### src/rtl/pipe_ctrl.sv
`default_nettype none
// ============================================================================
// Module   : pipe_ctrl
// Purpose  : Pipelined control unit for the 16-bit ISA. Decodes the ID-stage
//            instruction, carries control bits through ID/EX, EX/MEM and
//            MEM/WB, interlocks on load-use hazards, squashes flushed
//            instructions and sequences HLT (drain, then hold halted).
// Ports    : clk, rst            - clock, synchronous active-high reset
//            id_valid, id_instr  - ID-stage instruction and its valid flag
//            flush               - kill the ID instruction (taken branch)
//            rd1_addr, rd2_addr  - register-file read addresses (ID)
//            imm_size,branch_src - immediate size / next-PC source (ID)
//            stall               - hold PC and IF/ID, bubble into ID/EX
//            ex_alu_src          - EX-stage ALU B-operand select
//            mem_rd, mem_wr      - MEM-stage data-memory strobes
//            wb_we, wb_dst,
//            wb_dsrc             - WB-stage write enable, target, source
//            halt                - HLT has retired (sticky until rst)
// Revision : 1.0 - initial pipelined release
// ============================================================================
module pipe_ctrl #(
  parameter int REG_W     = 4,
  parameter int STALL_EN  = 1,
  parameter int HAZ_DEPTH = 1
) (
  input  logic             clk,
  input  logic             rst,
  input  logic             id_valid,
  input  logic [15:0]      id_instr,
  input  logic             flush,
  output logic [REG_W-1:0] rd1_addr,
  output logic [REG_W-1:0] rd2_addr,
  output logic [1:0]       imm_size,
  output logic [1:0]       branch_src,
  output logic             stall,
  output logic             ex_alu_src,
  output logic             mem_rd,
  output logic             mem_wr,
  output logic             wb_we,
  output logic [REG_W-1:0] wb_dst,
  output logic [1:0]       wb_dsrc,
  output logic             halt
);

  // Opcodes
  localparam logic [3:0] c_OP_SLL = 4'b0100;
  localparam logic [3:0] c_OP_SRA = 4'b0101;
  localparam logic [3:0] c_OP_ROR = 4'b0110;
  localparam logic [3:0] c_OP_PAD = 4'b0111;
  localparam logic [3:0] c_OP_LW  = 4'b1000;
  localparam logic [3:0] c_OP_SW  = 4'b1001;
  localparam logic [3:0] c_OP_LHB = 4'b1010;
  localparam logic [3:0] c_OP_LLB = 4'b1011;
  localparam logic [3:0] c_OP_B   = 4'b1100;
  localparam logic [3:0] c_OP_BR  = 4'b1101;
  localparam logic [3:0] c_OP_PCS = 4'b1110;
  localparam logic [3:0] c_OP_HLT = 4'b1111;

  // Halt sequencer states
  localparam logic [1:0] c_ST_RUN    = 2'd0;
  localparam logic [1:0] c_ST_DRAIN  = 2'd1;
  localparam logic [1:0] c_ST_HALTED = 2'd2;

  // Cycles from HLT acceptance until the youngest older instruction has
  // left WB (it sits in EX when HLT is in ID).
  localparam logic [1:0] c_DRAIN_CYC = 2'd2;

  // ---------------------------------------------------------------- decode
  logic [3:0]       w_op;
  logic [REG_W-1:0] w_rd;
  logic [REG_W-1:0] w_rs;
  logic [REG_W-1:0] w_rt;
  logic             w_alu_src;
  logic             w_reg_write;
  logic [1:0]       w_dsrc;
  logic             w_uses1;
  logic             w_uses2;

  assign w_op = id_instr[15:12];
  assign w_rd = REG_W'(id_instr[11:8]);
  assign w_rs = REG_W'(id_instr[7:4]);
  assign w_rt = REG_W'(id_instr[3:0]);

  always_comb begin
    w_alu_src   = (w_op == c_OP_SLL) | (w_op == c_OP_SRA) | (w_op == c_OP_ROR) |
                  (w_op[3:2] == 2'b10);
    w_reg_write = ~w_op[3] | (w_op == c_OP_LW) | (w_op == c_OP_LHB) |
                  (w_op == c_OP_LLB) | (w_op == c_OP_PCS);

    if ((w_op == c_OP_SLL) || (w_op == c_OP_SRA) || (w_op == c_OP_ROR) ||
        (w_op == c_OP_LW) || (w_op == c_OP_SW)) begin
      imm_size = 2'b00;
    end else if ((w_op == c_OP_LHB) || (w_op == c_OP_LLB)) begin
      imm_size = 2'b01;
    end else begin
      imm_size = 2'b10;
    end

    if (w_op[3:2] == 2'b10) begin
      w_dsrc = 2'b00;
    end else if (w_op == c_OP_PCS) begin
      w_dsrc = 2'b10;
    end else begin
      w_dsrc = 2'b01;
    end

    w_uses1 = (w_op <= c_OP_LLB) | (w_op == c_OP_BR);
    w_uses2 = (w_op == 4'b0000) | (w_op == 4'b0001) | (w_op == 4'b0010) |
              (w_op == 4'b0011) | (w_op == c_OP_PAD) | (w_op == c_OP_SW);

    branch_src = 2'b00;
    if (id_valid) begin
      if (w_op == c_OP_B) begin
        branch_src = 2'b01;
      end else if (w_op == c_OP_BR) begin
        branch_src = 2'b10;
      end
    end
  end

  // LHB/LLB read-modify their own rd; SW stores the value held in rd.
  assign rd1_addr = ((w_op == c_OP_LHB) || (w_op == c_OP_LLB)) ? w_rd : w_rs;
  assign rd2_addr = (w_op == c_OP_SW) ? w_rd : w_rt;

  // --------------------------------------------------------- stage registers
  logic             ex_v_q,   ex_v_d;
  logic             ex_alu_q, ex_alu_d;
  logic             ex_mrd_q, ex_mrd_d;
  logic             ex_mwr_q, ex_mwr_d;
  logic             ex_we_q,  ex_we_d;
  logic [REG_W-1:0] ex_dst_q, ex_dst_d;
  logic [1:0]       ex_dsrc_q, ex_dsrc_d;

  logic             mem_v_q;
  logic             mem_mrd_q;
  logic             mem_mwr_q;
  logic             mem_we_q;
  logic [REG_W-1:0] mem_dst_q;
  logic [1:0]       mem_dsrc_q;

  logic             wb_v_q;
  logic             wb_we_q;
  logic [REG_W-1:0] wb_dst_q;
  logic [1:0]       wb_dsrc_q;

  logic [1:0]       state_q, state_d;
  logic [1:0]       cnt_q,   cnt_d;

  // ------------------------------------------------------------------ hazard
  logic w_run;
  logic w_haz_ex;
  logic w_haz_mem;
  logic w_hazard;
  logic w_hlt_go;
  logic w_issue;

  assign w_run    = (state_q == c_ST_RUN);
  // Only loads create an interlock; r0 is hard-wired and never a real source.
  assign w_haz_ex = ex_v_q & ex_mrd_q & (ex_dst_q != '0) &
                    ((w_uses1 & (ex_dst_q == rd1_addr)) |
                     (w_uses2 & (ex_dst_q == rd2_addr)));

  generate
    if (HAZ_DEPTH >= 2) begin : g_haz_mem
      // No MEM->EX forwarding path: a load in MEM still blocks its consumer.
      assign w_haz_mem = mem_v_q & mem_mrd_q & (mem_dst_q != '0) &
                         ((w_uses1 & (mem_dst_q == rd1_addr)) |
                          (w_uses2 & (mem_dst_q == rd2_addr)));
    end else begin : g_haz_ex_only
      assign w_haz_mem = 1'b0;
    end

    if (STALL_EN != 0) begin : g_stall_on
      assign w_hazard = w_run & id_valid & ~flush & (w_haz_ex | w_haz_mem);
    end else begin : g_stall_off
      assign w_hazard = 1'b0;
    end
  endgenerate

  assign w_hlt_go = w_run & id_valid & ~flush & ~w_hazard & (w_op == c_OP_HLT);
  assign w_issue  = w_run & id_valid & ~flush & ~w_hazard & (w_op != c_OP_HLT);
  assign stall    = ~w_run | w_hazard | w_hlt_go;

  // ------------------------------------------------------- next-state logic
  always_comb begin
    ex_v_d    = 1'b0;
    ex_alu_d  = 1'b0;
    ex_mrd_d  = 1'b0;
    ex_mwr_d  = 1'b0;
    ex_we_d   = 1'b0;
    ex_dst_d  = '0;
    ex_dsrc_d = 2'b00;
    if (w_issue) begin
      ex_v_d    = 1'b1;
      ex_alu_d  = w_alu_src;
      ex_mrd_d  = (w_op == c_OP_LW);
      ex_mwr_d  = (w_op == c_OP_SW);
      ex_we_d   = w_reg_write;
      ex_dst_d  = w_rd;
      ex_dsrc_d = w_dsrc;
    end

    state_d = state_q;
    cnt_d   = cnt_q;
    case (state_q)
      c_ST_RUN: begin
        if (w_hlt_go) begin
          state_d = c_ST_DRAIN;
          cnt_d   = c_DRAIN_CYC;
        end
      end
      c_ST_DRAIN: begin
        // Entering HALTED together with the counter reaching zero.
        if (cnt_q <= 2'd1) begin
          state_d = c_ST_HALTED;
          cnt_d   = 2'd0;
        end else begin
          cnt_d = cnt_q - 2'd1;
        end
      end
      c_ST_HALTED: begin
        state_d = c_ST_HALTED;
      end
      default: begin
        state_d = c_ST_RUN;
        cnt_d   = 2'd0;
      end
    endcase
  end

  // --------------------------------------------------------------- registers
  always_ff @(posedge clk) begin
    if (rst) begin
      ex_v_q     <= 1'b0;
      ex_alu_q   <= 1'b0;
      ex_mrd_q   <= 1'b0;
      ex_mwr_q   <= 1'b0;
      ex_we_q    <= 1'b0;
      ex_dst_q   <= '0;
      ex_dsrc_q  <= 2'b00;
      mem_v_q    <= 1'b0;
      mem_mrd_q  <= 1'b0;
      mem_mwr_q  <= 1'b0;
      mem_we_q   <= 1'b0;
      mem_dst_q  <= '0;
      mem_dsrc_q <= 2'b00;
      wb_v_q     <= 1'b0;
      wb_we_q    <= 1'b0;
      wb_dst_q   <= '0;
      wb_dsrc_q  <= 2'b00;
      state_q    <= c_ST_RUN;
      cnt_q      <= 2'd0;
    end else begin
      ex_v_q    <= ex_v_d;
      ex_alu_q  <= ex_alu_d;
      ex_mrd_q  <= ex_mrd_d;
      ex_mwr_q  <= ex_mwr_d;
      ex_we_q   <= ex_we_d;
      ex_dst_q  <= ex_dst_d;
      ex_dsrc_q <= ex_dsrc_d;
      if (state_q == c_ST_HALTED) begin
        mem_v_q    <= 1'b0;
        mem_mrd_q  <= 1'b0;
        mem_mwr_q  <= 1'b0;
        mem_we_q   <= 1'b0;
        mem_dst_q  <= '0;
        mem_dsrc_q <= 2'b00;
        wb_v_q     <= 1'b0;
        wb_we_q    <= 1'b0;
        wb_dst_q   <= '0;
        wb_dsrc_q  <= 2'b00;
      end else begin
        mem_v_q    <= ex_v_q;
        mem_mrd_q  <= ex_mrd_q;
        mem_mwr_q  <= ex_mwr_q;
        mem_we_q   <= ex_we_q;
        mem_dst_q  <= ex_dst_q;
        mem_dsrc_q <= ex_dsrc_q;
        wb_v_q     <= mem_v_q;
        wb_we_q    <= mem_we_q;
        wb_dst_q   <= mem_dst_q;
        wb_dsrc_q  <= mem_dsrc_q;
      end
      state_q <= state_d;
      cnt_q   <= cnt_d;
    end
  end

  // ----------------------------------------------------------------- outputs
  assign ex_alu_src = ex_v_q & ex_alu_q;
  assign mem_rd     = mem_v_q & mem_mrd_q;
  assign mem_wr     = mem_v_q & mem_mwr_q;
  assign wb_we      = wb_v_q & wb_we_q;
  assign wb_dst     = wb_v_q ? wb_dst_q : '0;
  assign wb_dsrc    = wb_v_q ? wb_dsrc_q : 2'b00;
  assign halt       = (state_q == c_ST_HALTED);

endmodule
`default_nettype wire

### config.mk
export PLATFORM = sky130hd
export DESIGN_NAME = pipe_ctrl
export DESIGN_NICKNAME = d
export VERILOG_FILES = /design/src/rtl/pipe_ctrl.sv
export SDC_FILE = /design/constraint.sdc
export NUM_CORES = 1
export LEC_CHECK = 0
export BUFFER_PORTS_ARGS = -buffer_cell sky130_fd_sc_hd__buf_2
export CORE_ASPECT_RATIO = 2
export CORE_MARGIN = 4
export CORE_UTILIZATION = 51
export CTS_CLUSTER_SIZE = 12
export DETAILED_ROUTE_END_ITERATION = 10
export GPL_ROUTABILITY_DRIVEN = 0
export PLACE_DENSITY = 0.78
export SETUP_SLACK_MARGIN = 0.02
export SLEW_MARGIN = 5
export SYNTH_ARGS = -nofsm -noshare
export SYNTH_HDL_FRONTEND = slang
export SYNTH_SLANG_ARGS = --single-unit
### constraint.sdc
create_clock -name clk -period 2.3 [get_ports clk]
set_clock_uncertainty 0.15 [all_clocks]
set_input_delay 0.23 -clock clk [delete_from_list [all_inputs] [get_ports clk]]
set_output_delay 0.23 -clock clk [all_outputs]
set_load 0.02 [all_outputs]
==> impl_metrics.csv, run 1 <==
group,metric,value,unit
run_status,status,"complete, but fails checks",
synth,syn_area,1640,um^2
worst_setup_path,end_kind,"output pin",
cells_and_area,instances_no_fill,262,
clock_tree,clk_pin_slew,70,ps
timing,period_share,1.01,
worst_setup_path,crit_arrival,1940,ps
clock_tree,tritoncts,"yes",
worst_setup_path,r2r-start,"ex_dst_q[0]",
clock_tree,cts_sinks,33,
synth,synth_cells,175,
cells_and_area,final_cell_mix,"buf_2, dfxtp_1, and2_1",
power_and_ir_drop,vdd_drop_max,0.350,mV
drt,firstDrtPassIters,4,
drt,viasPerCell,5.56,
hold_path,min_from,"rst",
drt,drtAntennaViolNets,0,
timing,slew_viol_final,0,
hold_path,holdPathEnd,"state_q[1]",
grt,overflow,0,
clock_tree,h-tree-depth,2,
cells_and_area,diodes,0,
timing,rsz0062_at_grt,"yes",
synth,yosys.area_share.simple,0.323,
cells_and_area,finalCoreUtilization,0.701,
timing,fmax,430,MHz
clock_tree,clk_path_buf_depth,2,
floorplanning,ios,44,
power_and_ir_drop,total_power,0.00122,W
synth,synth_seq_cells,33,
worst_setup_path,path_class,"flop to output pin",
worst_setup_path,r2r_cells,8,
timing,setup_tns,-23.6,ps
floorplanning,die_area,4230,um^2
timing,finalCriticalPeriod,2320,ps
synth,syn_area_per_cell,9.34,um^2
synth,synthAdderAreaFrac,0.0230,
grt,grt_max_degree,18,
floorplanning,rows,28,
placed_design,detailed_place_hpwl,2830,um
synth,synth_compound_area_frac,0.119,
drt,wl,3720,um
synth,syn_nets,198,
worst_setup_path,required,1920,ps
flow_run,cap_viol_max_count,0,
grt,track_usage,0.195,
cells_and_area,layout-drive-gt1-share,0.371,
grt,grt_pass1_vias,1424,
power_and_ir_drop,leakage,1.01,nW
synth,ys_seq_area_frac,0.404,
synth,synthMuxAreaShare,0.0673,
drt,drc,0,
synth,synth_ff_type,"dfxtp_1",
timing,max-slew-margin-rel,0.773,
floorplanning,initial_utilization,0.543,
worst_setup_path,r2r_end,"ex_dst_q[2]",
worst_setup_path,worst-path-max-fanout,2,
timing,setup_viol,1,
synth,synth-edff-count,0,
placed_design,placed_cells,254,
synth,async_flop_share,0,
drt,drt_iter0_drc,44,
power_and_ir_drop,power.density_cell_area,577,nW/um^2
synth,ys_warn_count,0,
run_status,violations,"negative setup slack",
synth,synth_xor_area_frac,0.0107,
hold_path,holdPathStages,2,
clock_tree,post_cts_buffers,0,
clock_tree,cts_made_buffers,5,
drt,vias,1458,
floorplanning,die_h,88.1,um
synth,synth_cell_types,46,
timing,worstMarginPinSlew,339,ps
timing,timing.final.ws_setup,-23.6,ps
floorplanning,die_x,48.0,um
cells_and_area,final_common_cell,"buf_2",
worst_setup_path,start_kind,"flop",
floorplanning,design.core.area,3010,um^2
timing,finalHoldViolations,0,
grt,antenna_found_initial,0,
hold_path,hold_class,"input port to flop",
synth,synth_top_family_by_area,"simple AND/OR/NAND/NOR gates",
placed_design,io_buffers,43,
clock_tree,clockRootBuffer,"clkbuf_8",
worst_setup_path,r2r_slack,290,ps
cells_and_area,areaGrowthSynthToFinish,29.1,%
grt,grt_pass1_wl,5940,um
cells_and_area,nets,254,
clock_tree,insertion_delay,280,ps
timing,hold_slack,53.7,ps
drt,wl_per_cell,14.2,um
clock_tree,cts_hold_buf,0,
[worst max-delay path by stage]
stage                            start    end  slack (ps)
final                      ex_dst_q[0]  stall         -20
after global routing       ex_dst_q[0]  stall         -80
after CTS                  ex_dst_q[3]  stall         -50
after detailed placement  id_instr[13]  stall         -20
after global placement    id_instr[13]  stall          20
after floorplan           id_instr[14]  stall          30
[synth_stat cells, drive strengths merged (2+ instances only)]
cell     instances  area, um^2
nand2b           5        31.3
a21oi            5        25.0
mux2i            5        50.1
nand3b           2        27.5
clkbuf           2        7.51
a2111oi          3        51.3
buf              5        42.5
xnor2            2        17.5
nor2b            5        31.3
and3             6        37.5
nand3            2        10.0
nor3             4        20.0
dfxtp           33         661
ha               3        37.5
mux2             5        60.1
inv             10        37.5
a31oi            2        12.5
nand2           13        48.8
nor2            13        56.3
o21ai            2        10.0
and3b            2        17.5
and2            28         175
nor4             2        12.5
[power breakdown]
part | internal [W] | switching [W] | total [W]
clock | 0.000270 | 0.000200 | 0.000470
combinational | 0.0000707 | 0.0000908 | 0.000162
sequential | 0.000581 | 0.00000485 | 0.000586
[critical path, cell delays in order (launching register included)]
cell	delay, ps
dfxtp_2	320
or4_4	540
nand3_4	110
a2111oi_4	40
and3_4	210
o31ai_2	210
nand2_1	100
buf_6	140
[per-stage QoR]
stage,area [um^2],setup slack (ps)
finish,2110,-23.6
CTS,2090,-47.8
global route,2110,-82.6
detailed placement,1940,-21.5
floorplan,1640,27.0
global placement,1940,15.1
[kinds of logic after synthesis]
logic type                 count (synthesis)
buffers and inverters                     17
and+or+nand+nor                           87
AOI/OAI and AO/OA                         23
DFF                                       33
adders and majority gates                  3
muxes                                     10
xor gates and xnor gates                   2
[repair_timing]
action	CTS	global route
cloned	0	0
pin swaps	4	3
setup endpoints to repair	1	1
resized for setup	12	4
[per-layer routing]
layer  part of all wire  up-vias  wire, um  track usage
met5                  0        -         0            0
met4              0.036        0       133        0.115
met3              0.055       12       206       0.0473
met2               0.57       55      2130        0.344
met1               0.34      681      1250        0.188
li1                   -      710         -            -
[flip-flops by register name (all words and copies together), names as in the netlist]
register	count
state_q	2
mem_dsrc_q	2
ex_dsrc_q	2
mem_we_q	1
ex_we_q	1
ex_v_q	1
mem_dst_q	4
ex_alu_q	1
ex_mrd_q	1
mem_v_q	1
wb_v_q	1
mem_mwr_q	1
cnt_q	2
wb_dst_q	4
ex_mwr_q	1
wb_dsrc_q	2
wb_we_q	1
mem_mrd_q	1
ex_dst_q	4
[final cells by class]
type                            count  area (um^2)
Fill cell                         231          902
Inverter                           10         37.5
Tap cell                           30         37.5
Clock buffer                        7         96.3
Clock inverter                      1         5.00
Timing Repair Buffer               56          323
Multi-Input combinational cell    125          948
Sequential cell                    33          663
Note: power is estimated with default switching activity, not from simulation.
==> inputs of run 2 (changes only) <==
PLACE_DENSITY = not set   (was 0.78)
PLACE_DENSITY_LB_ADDON = 0.05   (was not set)
SLEW_MARGIN = not set   (was 5)
==> impl_metrics.csv, run 2 (synthesis results as in run 1) <==
group,metric,value,unit
drt,viasPerCell,5.45,
run_status,status,"complete, but fails checks",
drt,wl_per_cell,14.3,um
power_and_ir_drop,vdd_drop_max,0.470,mV
timing,slew_viol_final,0,
clock_tree,clk_pin_slew,70,ps
clock_tree,clockRootBuffer,"clkbuf_8",
floorplanning,initial_utilization,0.543,
placed_design,detailed_place_hpwl,2920,um
cells_and_area,diodes,0,
worst_setup_path,required,1920,ps
power_and_ir_drop,power.density_cell_area,644,nW/um^2
timing,max-slew-margin-rel,0.715,
timing,timing.final.ws_setup,-7.68,ps
grt,overflow,0,
clock_tree,h-tree-depth,2,
floorplanning,ios,44,
cells_and_area,final_common_cell,"buf_2",
worst_setup_path,worst-path-max-fanout,2,
cells_and_area,areaGrowthSynthToFinish,30.7,%
timing,finalHoldViolations,0,
clock_tree,clk_path_buf_depth,2,
cells_and_area,reg_top3,"ex_dst_q: 4 flops, mem_dst_q: 4 flops, wb_dst_q: 4 flops",
floorplanning,rows,28,
placed_design,dpl-instance-area,1940,um^2
placed_design,io_buffers,43,
timing,setup_tns,-7.68,ps
drt,firstDrtPassIters,4,
timing,rsz0062_at_grt,"yes",
clock_tree,cts_sinks,33,
timing,finalCriticalPeriod,2310,ps
cells_and_area,nets,256,
clock_tree,cts_made_buffers,5,
worst_setup_path,path_class,"flop to output pin",
clock_tree,tritoncts,"yes",
cells_and_area,final_cell_mix,"buf_2, dfxtp_1, and2_1",
worst_setup_path,r2r_end,"ex_alu_q",
worst_setup_path,start_kind,"flop",
timing,worstMarginPinSlew,427,ps
hold_path,min_from,"rst",
grt,track_usage,0.193,
cells_and_area,layout-drive-gt1-share,0.368,
drt,drt_iter0_drc,18,
cells_and_area,design_area,2140,um^2
drt,drc,0,
grt,grt_max_degree,18,
timing,setup_viol,1,
drt,met2RoutedLength,2200,um
worst_setup_path,r2r_slack,310,ps
drt,met3_length,179,um
floorplanning,die_h,88.1,um
timing,fmax,433,MHz
drt,drtAntennaViolNets,0,
hold_path,hold_class,"input port to flop",
hold_path,holdPathEnd,"cnt_q[0]",
floorplanning,die_area,4230,um^2
power_and_ir_drop,total_power,0.00138,W
drt,wl,3760,um
worst_setup_path,end_kind,"output pin",
power_and_ir_drop,leakage,1.03,nW
drt,wl_met1,1300,um
clock_tree,cts_hold_buf,0,
flow_run,cap_viol_max_count,0,
timing,period_share,1.00,
placed_design,place_ws,36.2,ps
drt,routed.top_layer,"met4",
run_status,violations,"negative setup slack",
worst_setup_path,r2r-start,"ex_dst_q[3]",
drt,vias,1439,
floorplanning,die_x,48.0,um
grt,grt_pass1_wl,5930,um
hold_path,holdPathStages,2,
floorplanning,design.core.area,3010,um^2
grt,antenna_found_initial,0,
worst_setup_path,r2r_cells,9,
grt,grt_pass1_vias,1463,
clock_tree,insertion_delay,280,ps
worst_setup_path,crit_arrival,1930,ps
run 2: how the worst max path moves through the flow:
stage                       startpoint    end  slack (ps)
after floorplan           id_instr[14]  stall          30
after global placement    id_instr[13]  stall          30
after detailed placement  id_instr[13]  stall          40
after CTS                  ex_dst_q[3]  stall          10
after global routing       ex_dst_q[3]  stall         -70
final                      ex_dst_q[3]  stall          -8
run 2: routing by layer:
metal | vias to the layer above | GRT usage
met5 | - | 0
met4 | 0 | 0.0882
met2 | 45 | 0.369
met1 | 666 | 0.177
met3 | 9 | 0.0350
li1 | 719 | -
run 2: critical path, stage by stage, from the launching register on:
cell and delay, ps:
dfxtp_2 320, or4_4 520, nand3_2 100, nor2_1 50
and4_4 200, o31ai_4 230, nand2_1 90, buf_6 140
run 2: report_power, final:
part           switching (W)  total (W)  internal, W
registers         0.00000460   0.000585     0.000581
logic              0.0000895   0.000159    0.0000699
clock network       0.000201   0.000632     0.000430
run 2: timing repair:
item / CTS / global route
endpoints found under the setup margin: 1 / 1
buffers inserted: 2 / 0
pin swaps: 6 / 3
resized for setup: 7 / 5
run 2: cell type report:
class                      instances  area (um^2)
multi-input combinational        125          931
inverter                          10         37.5
sequential                        33          663
timing repair buffer              58          334
fill                             254          876
clock buffer                       5         68.8
clock inverter                     3         65.1
tap                               30         37.5
run 2: stage by stage:
step / util / cells / hold slack, ps
global placement: 0.644 / 254 / 259
finish: 0.709 / 264 / 52.6
detailed placement: 0.644 / 254 / 266
CTS: 0.700 / 264 / 47.6
floorplan: - / 175 / 152
global route: 0.709 / 264 / 60.8
==> inputs of run 3 (changes only) <==
==> constraint.sdc (replaced) <==
create_clock -name clk -period 2.2 [get_ports clk]
set_clock_uncertainty 0.15 [all_clocks]
set_input_delay 0.66 -clock clk [delete_from_list [all_inputs] [get_ports clk]]
set_output_delay 0.66 -clock clk [all_outputs]
set_load 0.02 [all_outputs]
==> impl_metrics.csv, run 3 (synthesis results as in run 1) <==
group,metric,value,unit
run_status,status,"complete, but fails checks",
run_status,violations,"negative setup slack",
power_and_ir_drop,vdd_drop_max,0.624,mV
floorplanning,ios,44,
cells_and_area,design_area,2520,um^2
timing,setup_tns,-5350,ps
worst_setup_path,cp.depth,9,
drt,drt_iter0_drc,38,
drt,drc,0,
cells_and_area,diodes,0,
worst_setup_path,r2r_end,"ex_dst_q[0]",
worst_setup_path,r2r_cells,8,
cells_and_area,fillers,174,
worst_setup_path,cp-startpoint,"id_instr[13]",
worst_setup_path,path_cells,"buf_6, nor4bb_4, buf_6, mux2_4, xnor2_1, and4_4, o31ai_4, nand2_1, buf_6",
cells_and_area,nets,284,
floorplanning,die_h,88.1,um
power_and_ir_drop,power.density_cell_area,511,nW/um^2
timing,finalHoldViolations,0,
cells_and_area,seqCellArea,661,um^2
worst_setup_path,r2r_slack,180,ps
clock_tree,clockRootBuffer,"clkbuf_8",
grt,antenna_found_initial,0,
power_and_ir_drop,total_power,0.00129,W
timing,finalCriticalPeriod,3180,ps
worst_setup_path,required,1390,ps
timing,setup_viol,22,
worst_setup_path,worst-path-max-fanout,5,
grt,grt_pass1_vias,1658,
cells_and_area,areaGrowthSynthToFinish,53.9,%
worst_setup_path,slowest_delay,320,ps
timing,slew_viol_final,0,
timing,max-slew-margin-rel,0.510,
worst_setup_path,endpoint,"stall",
floorplanning,design.core.area,3010,um^2
drt,wl,4540,um
worst_setup_path,r2r-start,"ex_dst_q[0]",
cells_and_area,finalCoreUtilization,0.835,
cells_and_area,layout-drive-gt1-share,0.458,
floorplanning,die_area,4230,um^2
timing,fmax,315,MHz
drt,wl_per_cell,15.6,um
timing,timing.final.ws_setup,-977,ps
placed_design,io_buffers,43,
clock_tree,cts_made_buffers,5,
timing,rsz0062_at_grt,"yes",
worst_setup_path,cpLargestDelayFamily,"simple AND/OR/NAND/NOR gates",
grt,grt_pass1_wl,7040,um
worst_setup_path,start_kind,"input port",
clock_tree,h-tree-depth,2,
cells_and_area,reg_top3,"ex_dst_q: 4 flops, mem_dst_q: 4 flops, wb_dst_q: 4 flops",
worst_setup_path,path_class,"input port to output pin",
placed_design,dpl-instance-area,2120,um^2
flow_run,cap_viol_max_count,0,
worst_setup_path,cp_slowest_cell,"mux2_4",
hold_path,hold_class,"flop to flop",
cells_and_area,multi_input_area,1000,um^2
grt,overflow,0,
clock_tree,cts_hold_buf,0,
clock_tree,tritoncts,"yes",
drt,firstDrtPassIters,4,
grt,track_usage,0.230,
power_and_ir_drop,leakage,1.20,nW
worst_setup_path,crit_arrival,2370,ps
worst_setup_path,end_kind,"output pin",
cells_and_area,instances_no_fill,292,
floorplanning,rows,28,
clock_tree,cts_sinks,33,
worst_setup_path,cpMostUsedCell,"buf_6",
clock_tree,clk_pin_slew,60,ps
placed_design,detailed_place_hpwl,3210,um
grt,grt_max_degree,18,
cells_and_area,final_cell_mix,"buf_4, dfxtp_1, and2_1, buf_2, buf_6",
clock_tree,clk_path_buf_depth,2,
drt,viasPerCell,5.52,
worst_setup_path,critical_path_buf_inv_count,3,
clock_tree,insertion_delay,280,ps
floorplanning,die_x,48.0,um
drt,vias,1613,
drt,drtAntennaViolNets,0,
cells_and_area,final_common_cell,"buf_4",
timing,period_share,1.44,
timing,worstMarginPinSlew,732,ps
placed_design,placed_cells,276,
floorplanning,initial_utilization,0.543,
==> run 3: power breakdown <==
group	internal, W	switching, W	leakage, nW	total [W]
sequential	0.000607	0.00000419	0.267	0.000612
clock	0.000219	0.000202	0.0450	0.000420
combinational	0.000136	0.000119	0.887	0.000255
==> run 3: final cells by class <==
class | instances | area share
clock buffer | 6 | 0.0288
clock inverter | 2 | 0.00398
inverter | 10 | 0.0164
multi-input combinational | 125 | 0.399
sequential | 33 | 0.263
tap | 30 | 0.0149
timing repair buffer | 86 | 0.274
==> run 3: per-stage QoR <==
step | setup WS (ps) | hold slack [ps]
floorplan | -872 | 256
global placement | -891 | 259
detailed placement | -905 | 264
CTS | -865 | 279
global route | -1010 | 291
finish | -977 | 274
==> run 3: worst min path at each step <==
stage                       startpoint       endpoint  slack [ps]  cells after the start
after floorplan           ex_dsrc_q[0]  mem_dsrc_q[0]         260                      1
after global placement         ex_we_q       mem_we_q         260                      1
after detailed placement  mem_dst_q[1]    wb_dst_q[1]         260                      1
after CTS                 mem_dst_q[1]    wb_dst_q[1]         280                      1
after global routing      mem_dst_q[1]    wb_dst_q[1]         290                      1
final                     mem_dst_q[1]    wb_dst_q[1]         270                      1
==> run 3: what timing repair did <==
action	4_1_cts	5_1_grt
endpoints found under the setup margin	23	24
pin swaps	0	5
setup buffers	2	9
gates resized for setup	28	38
==> run 3: per-layer routing <==
layer / vias up / share of wire / global-route usage
met3: 22 / 0.046 / 0.0350
li1: 770 / - / -
met1: 763 / 0.32 / 0.212
met4: 0 / 0.045 / 0.118
met2: 58 / 0.58 / 0.435
met5: - / 0 / 0
